--- src/rtl/cv_hdmi2lb.sv ---
// cv_hdmi2lb: TMDS symbol decoder feeding a two-bank (ping-pong) line buffer.
// Front end registers the three TMDS channels, then decodes control/data symbols.
// A lock/blank/active tracker packs RGB555 pixels four to a 64-bit word, flushes
// partial words at end of line, sequences line parity per frame and drops lock
// after a run of symbol errors.
// Build option: CV_HDMI2LB_ERRCNT_EN enables the saturating err_count output.
module cv_hdmi2lb (
  input  logic        clk,
  input  logic        reset_n,
  input  logic [9:0]  hdmi_r,
  input  logic [9:0]  hdmi_g,
  input  logic [9:0]  hdmi_b,
  output logic        h_sync,
  output logic        v_sync,
  output logic        de,
  output logic [9:0]  l_wraddr,
  output logic        l_wen,
  output logic [63:0] l_wrdata,
  output logic        line_done,
  output logic [10:0] line_len,
  output logic        frame_start,
  output logic [7:0]  err_count
);

  localparam logic [9:0] Ctl00 = 10'b1101010100;
  localparam logic [9:0] Ctl01 = 10'b0010101011;
  localparam logic [9:0] Ctl10 = 10'b0101010100;
  localparam logic [9:0] Ctl11 = 10'b1010101011;

  typedef enum logic [1:0] {StUnlocked, StBlank, StActive} state_e;

  function automatic logic is_ctrl(input logic [9:0] s);
    return (s == Ctl00) || (s == Ctl01) || (s == Ctl10) || (s == Ctl11);
  endfunction

  // Returns {v, h} carried by a control symbol.
  function automatic logic [1:0] ctrl_code(input logic [9:0] s);
    logic [1:0] c;
    case (s)
      Ctl01:   c = 2'b01;
      Ctl10:   c = 2'b10;
      Ctl11:   c = 2'b11;
      default: c = 2'b00;
    endcase
    return c;
  endfunction

  // Only decoded bits [7:3] survive RGB555 packing, so only those are produced.
  // raw holds symbol bits [7:2]; inv is bit 9, xr is bit 8.
  function automatic logic [4:0] tmds_hi(input logic inv, input logic xr,
                                         input logic [5:0] raw);
    logic [5:0] q;
    logic [4:0] d;
    q = inv ? ~raw : raw;
    for (int i = 1; i < 6; i++) begin
      d[i-1] = xr ? (q[i] ^ q[i-1]) : ~(q[i] ^ q[i-1]);
    end
    return d;
  endfunction

  // Stage 1 / stage 2 pipeline registers
  logic [9:0]  sym_r_q, sym_g_q, sym_b_q;
  logic        ctl_r_q, ctl_g_q, ctl_b_q, ctl_r_d, ctl_g_d, ctl_b_d;
  logic        de_q, de_d, hs_q, hs_d, vs_q, vs_d;
  logic [15:0] pix_q, pix_d;
  logic        de_prev_q, vs_prev_q;

  // Line/frame state
  state_e      state_q, state_d;
  logic [2:0]  lock_cnt_q, lock_cnt_d;
  logic [47:0] lanes_q, lanes_d;
  logic [1:0]  lane_cnt_q, lane_cnt_d;
  logic [8:0]  word_idx_q, word_idx_d;
  logic        full_q, full_d;
  logic [10:0] pix_cnt_q, pix_cnt_d;
  logic        wen_q, wen_d;
  logic [63:0] wdata_q, wdata_d;
  logic [9:0]  waddr_q, waddr_d;
  logic        done_pend_q, done_pend_d;
  logic        line_done_q, line_done_d;
  logic [10:0] line_len_q, line_len_d;
  logic        parity_q, parity_d;
  logic        vclr_pend_q, vclr_pend_d;
  logic [2:0]  err_run_q, err_run_d;

  logic de_rise, vs_rise, err, lose_lock;
  logic entry, capture, flush;

  assign de_rise = de_q & ~de_prev_q;
  assign vs_rise = vs_q & ~vs_prev_q;

  // Stage-2 decode of the registered symbols; sync bits hold on data symbols
  always_comb begin
    ctl_r_d = is_ctrl(sym_r_q);
    ctl_g_d = is_ctrl(sym_g_q);
    ctl_b_d = is_ctrl(sym_b_q);
    de_d    = ~ctl_b_d;
    vs_d    = vs_q;
    hs_d    = hs_q;
    if (ctl_b_d) begin
      {vs_d, hs_d} = ctrl_code(sym_b_q);
    end
    pix_d = {1'b0,
             tmds_hi(sym_r_q[9], sym_r_q[8], sym_r_q[7:2]),
             tmds_hi(sym_g_q[9], sym_g_q[8], sym_g_q[7:2]),
             tmds_hi(sym_b_q[9], sym_b_q[8], sym_b_q[7:2])};
  end

  // Input register and decode register
  always_ff @(posedge clk or negedge reset_n) begin
    if (!reset_n) begin
      sym_r_q   <= '0;
      sym_g_q   <= '0;
      sym_b_q   <= '0;
      ctl_r_q   <= 1'b0;
      ctl_g_q   <= 1'b0;
      ctl_b_q   <= 1'b0;
      de_q      <= 1'b0;
      hs_q      <= 1'b0;
      vs_q      <= 1'b0;
      pix_q     <= '0;
      de_prev_q <= 1'b0;
      vs_prev_q <= 1'b0;
    end else begin
      sym_r_q   <= hdmi_r;
      sym_g_q   <= hdmi_g;
      sym_b_q   <= hdmi_b;
      ctl_r_q   <= ctl_r_d;
      ctl_g_q   <= ctl_g_d;
      ctl_b_q   <= ctl_b_d;
      de_q      <= de_d;
      hs_q      <= hs_d;
      vs_q      <= vs_d;
      pix_q     <= pix_d;
      de_prev_q <= de_q;
      vs_prev_q <= vs_q;
    end
  end

  // Symbol-error classification and consecutive-error run length
  always_comb begin
    err = ((state_q == StBlank) && ctl_b_q && !(ctl_r_q && ctl_g_q)) ||
          ((state_q == StActive) && !ctl_b_q && (ctl_r_q || ctl_g_q));
    lose_lock = err && (err_run_q == 3'd3);
    err_run_d = 3'd0;
    if (err) begin
      err_run_d = (err_run_q == 3'd7) ? err_run_q : err_run_q + 3'd1;
    end
  end

  // Next-state: lock tracking, pixel packing, flush, line and frame sequencing
  always_comb begin
    state_d     = state_q;
    lock_cnt_d  = lock_cnt_q;
    lanes_d     = lanes_q;
    lane_cnt_d  = lane_cnt_q;
    word_idx_d  = word_idx_q;
    full_d      = full_q;
    pix_cnt_d   = pix_cnt_q;
    wen_d       = 1'b0;
    wdata_d     = wdata_q;
    waddr_d     = waddr_q;
    done_pend_d = 1'b0;
    line_done_d = 1'b0;
    line_len_d  = line_len_q;
    parity_d    = parity_q;
    vclr_pend_d = vclr_pend_q;
    entry       = 1'b0;
    capture     = 1'b0;
    flush       = 1'b0;

    unique case (state_q)
      StUnlocked: begin
        if (ctl_r_q && ctl_g_q && ctl_b_q) begin
          if (lock_cnt_q == 3'd7) begin
            state_d    = StBlank;
            lock_cnt_d = '0;
          end else begin
            lock_cnt_d = lock_cnt_q + 3'd1;
          end
        end else begin
          lock_cnt_d = '0;
        end
      end
      StBlank: begin
        if (de_rise) begin
          state_d = StActive;
          entry   = 1'b1;
          capture = 1'b1;
        end
      end
      StActive: begin
        if (de_q) begin
          capture = 1'b1;
        end else begin
          state_d = StBlank;
          flush   = 1'b1;
        end
      end
      default: state_d = StUnlocked;
    endcase

    // Loss of lock abandons any line in progress without a flush.
    if (lose_lock) begin
      state_d    = StUnlocked;
      lock_cnt_d = '0;
      entry      = 1'b0;
      capture    = 1'b0;
      flush      = 1'b0;
    end

    if (entry) begin
      lanes_d    = '0;
      lane_cnt_d = '0;
      word_idx_d = '0;
      full_d     = 1'b0;
      pix_cnt_d  = '0;
    end

    if (capture) begin
      if (pix_cnt_d != 11'h7FF) begin
        pix_cnt_d = pix_cnt_d + 11'd1;
      end
      if (lane_cnt_d == 2'd3) begin
        if (!full_d) begin
          wen_d   = 1'b1;
          wdata_d = {pix_q, lanes_d};
          waddr_d = {parity_q, word_idx_d};
        end
        lanes_d    = '0;
        lane_cnt_d = '0;
      end else begin
        case (lane_cnt_d)
          2'd0:    lanes_d[15:0]  = pix_q;
          2'd1:    lanes_d[31:16] = pix_q;
          default: lanes_d[47:32] = pix_q;
        endcase
        lane_cnt_d = lane_cnt_d + 2'd1;
      end
    end

    if (flush) begin
      if ((lane_cnt_q != 2'd0) && !full_q) begin
        wen_d       = 1'b1;
        wdata_d     = {16'h0000, lanes_q};
        waddr_d     = {parity_q, word_idx_q};
        done_pend_d = 1'b1;
      end else begin
        line_done_d = 1'b1;
      end
      lanes_d    = '0;
      lane_cnt_d = '0;
      line_len_d = pix_cnt_q;
    end

    // Word index sticks at 511; the write there sets full and blocks later writes.
    if (wen_d) begin
      if (word_idx_d == 9'h1FF) begin
        full_d = 1'b1;
      end else begin
        word_idx_d = word_idx_d + 9'd1;
      end
    end

    if (done_pend_q) begin
      line_done_d = 1'b1;
    end
    if (line_done_d) begin
      parity_d = ~parity_q;
    end

    // A vsync arriving while a line is still closing waits for its line_done.
    if (vs_rise) begin
      if ((state_q == StActive) || done_pend_q) begin
        vclr_pend_d = 1'b1;
      end else begin
        parity_d = 1'b0;
      end
    end
    if (line_done_q && vclr_pend_q) begin
      parity_d    = 1'b0;
      vclr_pend_d = 1'b0;
    end
  end

  // Line/frame state register
  always_ff @(posedge clk or negedge reset_n) begin
    if (!reset_n) begin
      state_q     <= StUnlocked;
      lock_cnt_q  <= '0;
      lanes_q     <= '0;
      lane_cnt_q  <= '0;
      word_idx_q  <= '0;
      full_q      <= 1'b0;
      pix_cnt_q   <= '0;
      wen_q       <= 1'b0;
      wdata_q     <= '0;
      waddr_q     <= '0;
      done_pend_q <= 1'b0;
      line_done_q <= 1'b0;
      line_len_q  <= '0;
      parity_q    <= 1'b0;
      vclr_pend_q <= 1'b0;
      err_run_q   <= '0;
    end else begin
      state_q     <= state_d;
      lock_cnt_q  <= lock_cnt_d;
      lanes_q     <= lanes_d;
      lane_cnt_q  <= lane_cnt_d;
      word_idx_q  <= word_idx_d;
      full_q      <= full_d;
      pix_cnt_q   <= pix_cnt_d;
      wen_q       <= wen_d;
      wdata_q     <= wdata_d;
      waddr_q     <= waddr_d;
      done_pend_q <= done_pend_d;
      line_done_q <= line_done_d;
      line_len_q  <= line_len_d;
      parity_q    <= parity_d;
      vclr_pend_q <= vclr_pend_d;
      err_run_q   <= err_run_d;
    end
  end

`ifdef CV_HDMI2LB_ERRCNT_EN
  logic [7:0] err_cnt_q, err_cnt_d;

  // Saturating count of error cycles, cleared only by reset
  always_comb begin
    err_cnt_d = err_cnt_q;
    if (err && (err_cnt_q != 8'hFF)) begin
      err_cnt_d = err_cnt_q + 8'd1;
    end
  end

  // Error counter register
  always_ff @(posedge clk or negedge reset_n) begin
    if (!reset_n) begin
      err_cnt_q <= '0;
    end else begin
      err_cnt_q <= err_cnt_d;
    end
  end

  assign err_count = err_cnt_q;
`else
  assign err_count = 8'h00;
`endif

  assign h_sync      = hs_q;
  assign v_sync      = vs_q;
  assign de          = de_q;
  assign l_wraddr    = waddr_q;
  assign l_wen       = wen_q;
  assign l_wrdata    = wdata_q;
  assign line_done   = line_done_q;
  assign line_len    = line_len_q;
  assign frame_start = vs_q & ~vs_prev_q;

endmodule

--- config.mk ---
export PLATFORM = sky130hd
export DESIGN_NAME = cv_hdmi2lb
export DESIGN_NICKNAME = d
export VERILOG_FILES = /design/src/rtl/cv_hdmi2lb.sv
export SDC_FILE = /design/constraint.sdc
export NUM_CORES = 1
export LEC_CHECK = 0
export CAP_MARGIN = 20
export CORE_MARGIN = 4
export CORE_UTILIZATION = 55
export DETAILED_ROUTE_END_ITERATION = 8
export HOLD_SLACK_MARGIN = 0.08
export PLACE_DENSITY = 0.92
export REMOVE_ABC_BUFFERS = 1
export SYNTH_ARGS = -nofsm -noshare
export SYNTH_HDL_FRONTEND = slang
export SYNTH_SLANG_ARGS = --single-unit
--- constraint.sdc ---
create_clock -name clk -period 3.7 [get_ports clk]
set_clock_uncertainty 0.15 [all_clocks]
set_input_delay 0.74 -clock clk [delete_from_list [all_inputs] [get_ports clk]]
set_output_delay 0.74 -clock clk [all_outputs]
set_load 0.03 [all_outputs]
==> results.yml <==
timing:
  fmax_mhz: 284
  setup_viol: 0
  rsz0062_at_grt: "false"
  fin_hold_ws_ns: 0.162
  hold_viol_final: 0
  relSlewSlack: 0.496
  layout_min_cycle_time_ns: 3.52
  worst_pin_slew_ns: 0.756
  fin_crit_sh: 0.951
  slew_violations: 0
  final.setup.worst_slack_ns: 0.180
place:
  routabilityCongestion: 0.839
  dp_hpwl_microns: 13400
  portBuffers: 120
  dp_slack_ns: 0.0878
floorplanning:
  initial_core_util: 0.560
  core_area_sq_um: 16600
  die_w_microns: 138
  die_h_microns: 138
  io_pins: 131
  rows: 47
  dieArea_sq_um: 19000
grt:
  grt_pass1_wl_microns: 35200
  antenna_found_initial: 0
  overflow: 0
  grt_max_degree: 93
  grt.total_usage: 0.231
  grt_pass1_vias: 6851
pwr:
  p_clk_frac: 0.456
  swShare: 0.212
  p_seq_frac: 0.505
  static-leakage-power_nw: 5.25
  finalPower_mw: 4.96
  p_int_mw: 3.91
  power_switching_mw: 1.05
  p_comb_frac: 0.038
  p_per_area_nw_per_um2: 435
  ir_drop_v: 0.000341
yosys:
  synth_top_family_by_area: "compound AO/OA/AOI/OAI gates"
  ys_seq_elements: 220
  yosys.area_share.simple: 0.115
  synthFlopType: "dfrtp_1"
  syn_avg_cell_area_sq_um: 11.4
  yosys-mux-area-fraction: 0.0395
  async_reset_ff_frac: 1.00
  yosysMostFrequentCell: "dfrtp_1"
  seq_area_frac_synth: 0.593
  synth-edff-count: 0
  synthTopCellsByCount: "dfrtp_1 (220), nor2_1 (69), a21oi_1 (68)"
  synth_compound_area_frac: 0.159
  synth_xor_area_frac: 0.0302
  synthCells: 811
  netlist_area_sq_um: 9280
  synth_warnings: 0
  synthTopCellsByArea: "dfrtp_1 (59%), a22o_1 (5.5%), a21oi_1 (3.7%)"
  yosys.area.top_type: "dfrtp_1"
  yosysTopAreaCellShare: 0.593
  synth-adder-area-share: 0.0189
  synthDistinctLibCells: 63
clock_network:
  clk_pin_slew_ns: 0.07
  clock_path_buffers: 3
  cts_tree: "built"
  clk_latency_ns: 0.50
  cts.htree.levels: 1
  cts-buffers-inserted: 22
  numClockSinks: 220
  post-cts-setup-buffers: 0
  holdBufCountCts: 0
  cts_root_buf: "clkbuf_16"
  ctsResizeCount: 0
layout:
  drive_above_1_share: 0.0857
  insertedDiodeCount: 0
  nets: 966
  area_growth_pct: 23.1
detailed_routing:
  antenna_left: 0
  num_vias: 6910
  routed_wl_microns: 21800
  drc: 0
  drt_iter0_markers: 931
  wl_per_cell_microns: 18.9
  firstDrtPassIters: 5
  detail_route.vias_per_cell: 5.99
setup_path:
  cp_slowest_cell: "buf_4"
  end_kind: "flip-flop"
  timing.setup.critical_path_class: "flip-flop to flip-flop"
  cp_cell_sequence: "inv_1 -> ha_1 -> and2b_1 -> and2_1 -> o21ai_4 -> and2_1 -> ha_1 -> o2111ai_1 -> a22o_2 -> buf_4 -> a22o_1"
  cp-start-kind: "flip-flop"
  critPathMaxFanout: 53
  cp.arrival_ns: 3.80
  crit_required_ns: 3.98
  max_stage_delay_ns: 0.54
status:
  status: "finished, final reports clean"
flow_run:
  drv_cap: 0
hold_path:
  hold_class: "input pin to async pin"
## flip-flops by register name (all words and copies together), names as in the netlist, 2 cells and up
register	count
err_run_q	3
word_idx_q	9
lane_cnt_q	2
sym_g_q	9
lock_cnt_q	3
pix_q	15
l_wraddr	10
sym_r_q	9
sym_b_q	10
pix_cnt_q	11
lanes_q	48
line_len	11
state_q	2
l_wrdata	64
## power by group through the flow
stage / Sequential [mW] / Clock (mW) / Combinational [mW]
after floorplan: 2.53 / 0 / 0.0814
after global placement: 2.55 / 0 / 0.184
after detailed placement: 2.55 / 0 / 0.188
after CTS: 2.50 / 2.31 / 0.193
after global routing: 2.51 / 2.42 / 0.213
final: 2.51 / 2.27 / 0.190
## stage by stage
step           utilization  cells  cell area, sq um  TNS [ns]
2_1_floorplan            -    758              9000   -236.16
3_3_place_gp         0.642   1115             10600         0
3_5_place_dp         0.642   1115             10600         0
4_1_cts              0.687   1153             11400         0
5_1_grt              0.689   1154             11400         0
6_report             0.689   1154             11400         0
## kinds of logic (layout without fill, tap and decap cells)
kind of cell    after synthesis  in the layout
fa+ha+maj                    14             14
buf+inv                      85            201
simple gates                217            217
xor+xnor                     32             32
mux                          35             35
compound gates              207            207
flops                       220            220
other cells                   1              8
## cells in the final DEF (no fill, tap or decap), types with 3 or more instances in the layout
| cell type | netlist | final |
|---|---|---|
| xnor2_1 | 19 | 19 |
| xor2_1 | 13 | 13 |
| clkbuf_8 | 0 | 5 |
| nor2b_1 | 3 | 3 |
| nand4_1 | 4 | 4 |
| bufinv_16 | 0 | 3 |
| nand2b_1 | 7 | 7 |
| buf_4 | 10 | 17 |
| a22oi_1 | 3 | 3 |
| a31oi_1 | 6 | 6 |
| ha_1 | 14 | 13 |
| o21ai_0 | 8 | 8 |
| clkbuf_16 | 0 | 22 |
| mux2i_1 | 22 | 22 |
| clkdlybuf4s50_1 | 0 | 119 |
| and2_1 | 10 | 10 |
| inv_1 | 24 | 24 |
| mux2_2 | 13 | 13 |
| dfrtp_1 | 220 | 220 |
| nor3_1 | 34 | 34 |
| conb_1 | 1 | 8 |
| and3_1 | 8 | 8 |
| nor2_1 | 69 | 69 |
| o31ai_1 | 3 | 3 |
| nand2_1 | 48 | 48 |
| a22o_1 | 58 | 57 |
| o21bai_1 | 16 | 16 |
| clkbuf_1 | 28 | 3 |
| a221oi_1 | 18 | 18 |
| clkinv_2 | 0 | 5 |
| o211a_1 | 4 | 4 |
| a21oi_1 | 68 | 66 |
| or4_1 | 3 | 3 |
| nand3_1 | 9 | 9 |
## final timing paths
check / startpoint / endpoint / slack, ns / depth (start not counted)
hold / removal: reset_n / pix_q[7] / 0.16 / 1
max in group asynchronous: reset_n / l_wrdata[19] / 2.35 / 2
setup reg to reg: state_q[1] / l_wrdata[11] / 0.18 / 11
setup / recovery: state_q[1] / l_wrdata[11] / 0.18 / 11
min in group clk: v_sync / vs_prev_q / 0.29 / 0
hold reg to reg: v_sync / vs_prev_q / 0.29 / 0
## worst max-delay path, delay by kind of cell (launching register included)
kind	cells	cell delay, ns
adder cells (fa/ha/maj)	2	0.47
flip-flops	1	0.43
AO/OA/AOI/OAI	4	0.96
buffers and inverters	2	0.64
AND/OR/NAND/NOR	3	0.76
## area by class of cell
type                       count  area, sq um
fill                        1128         5160
multi-input combinational    513         3440
clock buffer                  29          617
inverter                      25         93.8
clock inverter                 9          131
sequential                   220         5510
timing repair buffer         138         1350
tap                          220          275
## layer usage
metal  track usage  wire, microns
met1         0.310           8530
met2         0.375          10700
met3        0.0515           1830
met4        0.0818            712
met5             0              0
(Power assumes the default switching activity.)
